**src/rtl/ad_uart_tx.sv**
```systemverilog
// Packetising UART transmitter: snapshots eight 14-bit ADC channels on request and
// sends a 19-byte 8N1 frame (sync word, channel data, modulo-256 checksum).
module ad_uart_tx #(
  parameter int unsigned CLK_DIV = 434
) (
  input  logic        clk,
  input  logic        rst,
  input  logic        snap,
  input  logic [13:0] ad_dat0,
  input  logic [13:0] ad_dat1,
  input  logic [13:0] ad_dat2,
  input  logic [13:0] ad_dat3,
  input  logic [13:0] ad_dat4,
  input  logic [13:0] ad_dat5,
  input  logic [13:0] ad_dat6,
  input  logic [13:0] ad_dat7,
  output logic        txd,
  output logic        busy,
  output logic        pkt_done,
  output logic [7:0]  drop_cnt
);

  localparam int unsigned CNT_W     = 16;
  localparam int unsigned NCH       = 8;
  localparam int unsigned DAT_W     = 14;
  localparam int unsigned IDX_W     = 5;
  localparam logic [CNT_W-1:0] DIV_M1   = CNT_W'(CLK_DIV - 1);
  localparam logic [IDX_W-1:0] LAST_IDX = IDX_W'(18);
  localparam logic [7:0] SYNC0 = 8'hAA;
  localparam logic [7:0] SYNC1 = 8'h55;

  typedef enum logic [1:0] {IDLE, START, DATA, STOP} state_e;

  state_e                      state_q, state_d;
  logic [CNT_W-1:0]            bit_cnt_q, bit_cnt_d;
  logic [2:0]                  bit_idx_q, bit_idx_d;
  logic [IDX_W-1:0]            byte_idx_q, byte_idx_d;
  logic [7:0]                  byte_q, byte_d;
  logic [7:0]                  csum_q, csum_d;
  logic [NCH-1:0][DAT_W-1:0]   dat_q, dat_d;
  logic                        txd_q, txd_d;
  logic                        busy_q, busy_d;
  logic                        pkt_done_q, pkt_done_d;
  logic [7:0]                  drop_cnt_q, drop_cnt_d;

  logic [3:0]                  rel_c;
  logic [DAT_W-1:0]            next_dat_c;
  logic [7:0]                  next_byte_c;

  // Byte that follows the current one: sync, channel hi/lo halves, then checksum.
  always_comb begin
    rel_c      = 4'(byte_idx_q - IDX_W'(1));
    next_dat_c = dat_q[rel_c[3:1]];
    if (byte_idx_q == IDX_W'(0)) begin
      next_byte_c = SYNC1;
    end else if (byte_idx_q == IDX_W'(17)) begin
      next_byte_c = csum_q;
    end else if (rel_c[0]) begin
      next_byte_c = next_dat_c[7:0];
    end else begin
      next_byte_c = {2'b00, next_dat_c[13:8]};
    end
  end

  always_comb begin
    state_d    = state_q;
    bit_cnt_d  = bit_cnt_q;
    bit_idx_d  = bit_idx_q;
    byte_idx_d = byte_idx_q;
    byte_d     = byte_q;
    csum_d     = csum_q;
    dat_d      = dat_q;
    txd_d      = txd_q;
    busy_d     = busy_q;
    pkt_done_d = 1'b0;
    drop_cnt_d = drop_cnt_q;

    if (snap && busy_q && (drop_cnt_q != 8'hFF)) begin
      drop_cnt_d = drop_cnt_q + 8'd1;
    end

    unique case (state_q)
      IDLE: begin
        txd_d = 1'b1;
        if (snap) begin
          dat_d      = {ad_dat7, ad_dat6, ad_dat5, ad_dat4,
                        ad_dat3, ad_dat2, ad_dat1, ad_dat0};
          state_d    = START;
          busy_d     = 1'b1;
          txd_d      = 1'b0;
          bit_cnt_d  = DIV_M1;
          byte_idx_d = '0;
          byte_d     = SYNC0;
          csum_d     = '0;
        end
      end
      START: begin
        if (bit_cnt_q == '0) begin
          state_d   = DATA;
          bit_cnt_d = DIV_M1;
          bit_idx_d = '0;
          txd_d     = byte_q[0];
        end else begin
          bit_cnt_d = bit_cnt_q - CNT_W'(1);
        end
      end
      DATA: begin
        if (bit_cnt_q == '0) begin
          bit_cnt_d = DIV_M1;
          if (bit_idx_q == 3'd7) begin
            state_d = STOP;
            txd_d   = 1'b1;
          end else begin
            bit_idx_d = bit_idx_q + 3'd1;
            txd_d     = byte_q[3'(bit_idx_q + 3'd1)];
          end
        end else begin
          bit_cnt_d = bit_cnt_q - CNT_W'(1);
        end
      end
      STOP: begin
        if (bit_cnt_q == '0) begin
          if (byte_idx_q == LAST_IDX) begin
            state_d    = IDLE;
            busy_d     = 1'b0;
            pkt_done_d = 1'b1;
            byte_idx_d = '0;
          end else begin
            // Back-to-back start bit; channel bytes fold into the running checksum.
            state_d    = START;
            txd_d      = 1'b0;
            bit_cnt_d  = DIV_M1;
            byte_idx_d = byte_idx_q + IDX_W'(1);
            byte_d     = next_byte_c;
            if ((byte_idx_q >= IDX_W'(1)) && (byte_idx_q <= IDX_W'(16))) begin
              csum_d = csum_q + next_byte_c;
            end
          end
        end else begin
          bit_cnt_d = bit_cnt_q - CNT_W'(1);
        end
      end
      default: begin
        state_d = IDLE;
        txd_d   = 1'b1;
        busy_d  = 1'b0;
      end
    endcase
  end

  always_ff @(posedge clk or negedge rst) begin
    if (!rst) begin
      state_q    <= IDLE;
      bit_cnt_q  <= '0;
      bit_idx_q  <= '0;
      byte_idx_q <= '0;
      byte_q     <= '0;
      csum_q     <= '0;
      dat_q      <= '0;
      txd_q      <= 1'b1;
      busy_q     <= 1'b0;
      pkt_done_q <= 1'b0;
      drop_cnt_q <= '0;
    end else begin
      state_q    <= state_d;
      bit_cnt_q  <= bit_cnt_d;
      bit_idx_q  <= bit_idx_d;
      byte_idx_q <= byte_idx_d;
      byte_q     <= byte_d;
      csum_q     <= csum_d;
      dat_q      <= dat_d;
      txd_q      <= txd_d;
      busy_q     <= busy_d;
      pkt_done_q <= pkt_done_d;
      drop_cnt_q <= drop_cnt_d;
    end
  end

  assign txd      = txd_q;
  assign busy     = busy_q;
  assign pkt_done = pkt_done_q;
  assign drop_cnt = drop_cnt_q;

endmodule

```
**config.mk**
```make
export PLATFORM = sky130hd
export DESIGN_NAME = ad_uart_tx
export DESIGN_NICKNAME = d
export VERILOG_FILES = /design/src/rtl/ad_uart_tx.sv
export SDC_FILE = /design/constraint.sdc
export NUM_CORES = 1
export LEC_CHECK = 0
export CAP_MARGIN = 25
export CORE_MARGIN = 2
export CORE_UTILIZATION = 59
export CTS_CLUSTER_SIZE = 10
export DETAILED_ROUTE_END_ITERATION = 8
export PLACE_DENSITY = 0.95
export SLEW_MARGIN = 5
export SYNTH_ARGS = -nofsm -noshare
export SYNTH_HDL_FRONTEND = slang
export SYNTH_SLANG_ARGS = --single-unit
```
**constraint.sdc**
```tcl
create_clock -name clk -period 8.45 [get_ports clk]
set_input_delay 2.535 -clock clk [delete_from_list [all_inputs] [get_ports clk]]
set_output_delay 2.535 -clock clk [all_outputs]
set_load 0.05 [all_outputs]
```
==> results.yml <==
outcome:
  outcome: "finished, final reports clean"
route:
  via_per_inst: 6.50
  wl_per_cell_um: 23.7
  first_iter_violations: 634
  dr.pass1.iters: 6
  vias: 6039
  wl_mm: 22.0
  ant_nets: 0
  post-route-drc-count: 0
clock_tree:
  post_cts_buffers: 0
  clock_latency_ps: 440
  clock_tree.buffer_depth: 2
  h-tree-depth: 4
  clk_pin_slew_ps: 70
  cts_buffers: 17
  numClockSinks: 165
  tritoncts: "yes"
  cts_resized: 0
  ctsHoldBuffers: 0
  root_buffer: "clkbuf_16"
yosys:
  synth_nets: 754
  ys_seq_area_share_pct: 50.7
  ys_warn_count: 0
  ys.flop_type: "dfrtp_1"
  yosysTopAreaCell: "dfrtp_1"
  synth.area.top_cells: "dfrtp_1 (50%), mux2_2 (16%), mux4_2 (9.9%)"
  syn_area_per_cell_um2: 13.2
  synth_seq_cells: 165
  synth_cells: 616
  yosysTopAreaCellShare_pct: 50.3
  synth_area_mm2: 0.00815
  yosysUniqueCellTypes: 56
  async_flop_share_pct: 100
  synth_edf_count: 0
placed_design:
  dp_cells: 894
  placed_area_mm2: 0.00955
  hpwlAfterDp_mm: 14.2
  place_congestion: 0.904
  port_buffers: 125
  place_ws_ps: 3470
sta:
  period_share_pct: 57.8
  hold_violations: 0
  fmax_mhz: 205
  worst-slew-pin-transition_ps: 971
  drv_slew: 0
  rsz0062_at_grt: "false"
  worst_clock_skew_ps: 13.3
  final.setup.tns_ps: 0
  relSlewSlack_pct: 35.1
  period_minus_slack_ps: 4890
  setup_viol: 0
  worst_slack_ps: 3560
hold_path:
  hold_class: "register to register"
  hp-start: "txd"
  hold_path_end: "txd"
  whs_path_depth: 2
floorplanning:
  initial_utilization_pct: 61.1
  die_x_um: 122
  coreArea_mm2: 0.0133
  dieArea_mm2: 0.0148
  die_h_um: 122
  rows: 42
  ioPinCount: 126
flow_run:
  cap_viol_max_count: 0
power:
  p_per_area_mw_per_mm2: 323
  leakage_nw: 4.22
  finalPower_mw: 3.30
  irDropWorstVdd_mv: 0.165
worst_setup_path:
  crit_fanout: 20
  worstSetupEndpointType: "register"
  arrival_ps: 5240
  timing.rr.start: "byte_idx_q[0]"
  r2r_end: "csum_q[7]"
  r2r_cells: 15
  critPathRequiredTime_ps: 8810
  start_kind: "register"
  path_class: "register to register"
  ff2ff_setup_slack_ps: 3560
layout:
  final_cell_count_no_fill: 929
  final_layout_size_suffix_gt1_share_pct: 27.3
  nets: 877
  stdcell_area_mm2: 0.0102
  synthToLayoutAreaGrowth_pct: 25.2
grt:
  track_usage_pct: 30.3
  grt_first_pass_wirelength_mm: 33.7
  grt_start_max_net_pins: 88
  grt_pass1_vias: 6311
  overflow: 0
  antenna_found_initial: 1
==> worst max path at each step <==
stage          slack, ps           from   endpoint  cells after the start
2_1_floorplan       4030  byte_idx_q[0]  csum_q[6]                     18
3_3_place_gp        3570           snap  dat_q[72]                      4
3_5_place_dp        3470           snap  dat_q[96]                      4
4_1_cts             3480  byte_idx_q[0]  csum_q[7]                     14
5_1_grt             3390  byte_idx_q[0]  csum_q[7]                     15
6_report            3560  byte_idx_q[0]  csum_q[7]                     15
==> final cells by class <==
| cell class | instances | area [um^2] |
|---|---|---|
| Fill cell | 730 | 3140 |
| Multi-Input combinational cell | 413 | 3880 |
| Inverter | 11 | 41.3 |
| Clock inverter | 12 | 145 |
| Timing Repair Buffer | 131 | 1330 |
| Sequential cell | 165 | 4130 |
| Clock buffer | 20 | 457 |
| Tap cell | 176 | 220 |
| Antenna cell | 1 | 2.50 |
==> report_power, final <==
part           internal, mW  total, mW  leakage [nW]  switching, mW
combinational         0.592       1.13          1.93          0.537
sequential             1.12       1.37          2.00          0.253
clock                 0.456      0.795         0.281          0.339
==> cell families (layout without fill, tap and decap cells) <==
family	count (synthesis)	after routing	synth area share [%]
adders and majority gates	23	23	3.62
muxes	152	152	25.9
other	0	1	0
AOI/OAI and AO/OA	104	104	8.41
xor gates and xnor gates	15	15	1.80
buffers and inverters	38	174	2.01
and+or+nand+nor	119	119	7.55
DFF	165	165	50.7
==> state kept, by name, indices dropped and copies added, names as in the netlist <==
signal	cells
dat_q	112
csum_q	8
byte_q	8
pkt_done	1
state_q	2
drop_cnt	8
busy	1
byte_idx_q	5
txd	1
bit_idx_q	3
bit_cnt_q	16
==> cells in the final DEF (no fill, tap or decap), drive strengths merged, types with 4 or more instances in the layout <==
cell type	netlist	routed
o22a	4	4
nor2	18	18
o21ai	43	43
nor3	12	12
o31ai	7	7
a21o	4	4
nand4	6	6
dfrtp	164	164
nand3	8	8
clkinvlp	0	4
a22o	12	12
or3	5	5
clkdlybuf4s50	0	124
xnor2	9	9
nor4	6	6
inv	11	14
clkbuf	14	20
nand2	48	48
mux4	36	36
ha	22	22
buf	13	7
xor2	6	6
mux2	114	114
a21oi	17	17
==> synth_stat cells, drive strengths merged (4+ instances only) <==
cell type / count
a21o: 4
a21oi: 17
a22o: 12
buf: 13
clkbuf: 14
dfrtp: 164
ha: 22
inv: 11
mux2: 114
mux4: 36
nand2: 48
nand3: 8
nand4: 6
nor2: 18
nor3: 12
nor4: 6
o21ai: 43
o22a: 4
o31ai: 7
or3: 5
xnor2: 9
xor2: 6
==> critical path: stages (launching register included) <==
cell       delay (ps)
dfrtp_1           680
inv_1             270
ha_2              630
buf_12            250
mux4_2            540
mux4_2            480
nand2_1           130
a21oi_1           170
ha_1              370
a21oi_1           240
o2111ai_1         220
a21o_1            220
a21oi_1           190
xnor2_1           180
nand3b_1          120
o211ai_1          110
==> stage by stage <==
stage	hold slack, ps	util (%)
after global placement	466	71.6
after CTS	487	76.1
final	485	76.5
after global routing	509	76.5
after detailed placement	478	71.6
after floorplan	455	-
==> routing by layer <==
layer,share of wire [%],GRT usage [%],wire (um)
met1,35,36.7,7800
met2,51,51.8,11300
met3,8.2,7.49,1800
met4,5.0,13.5,1100
met5,0,0,0
(Power assumes the default switching activity.)
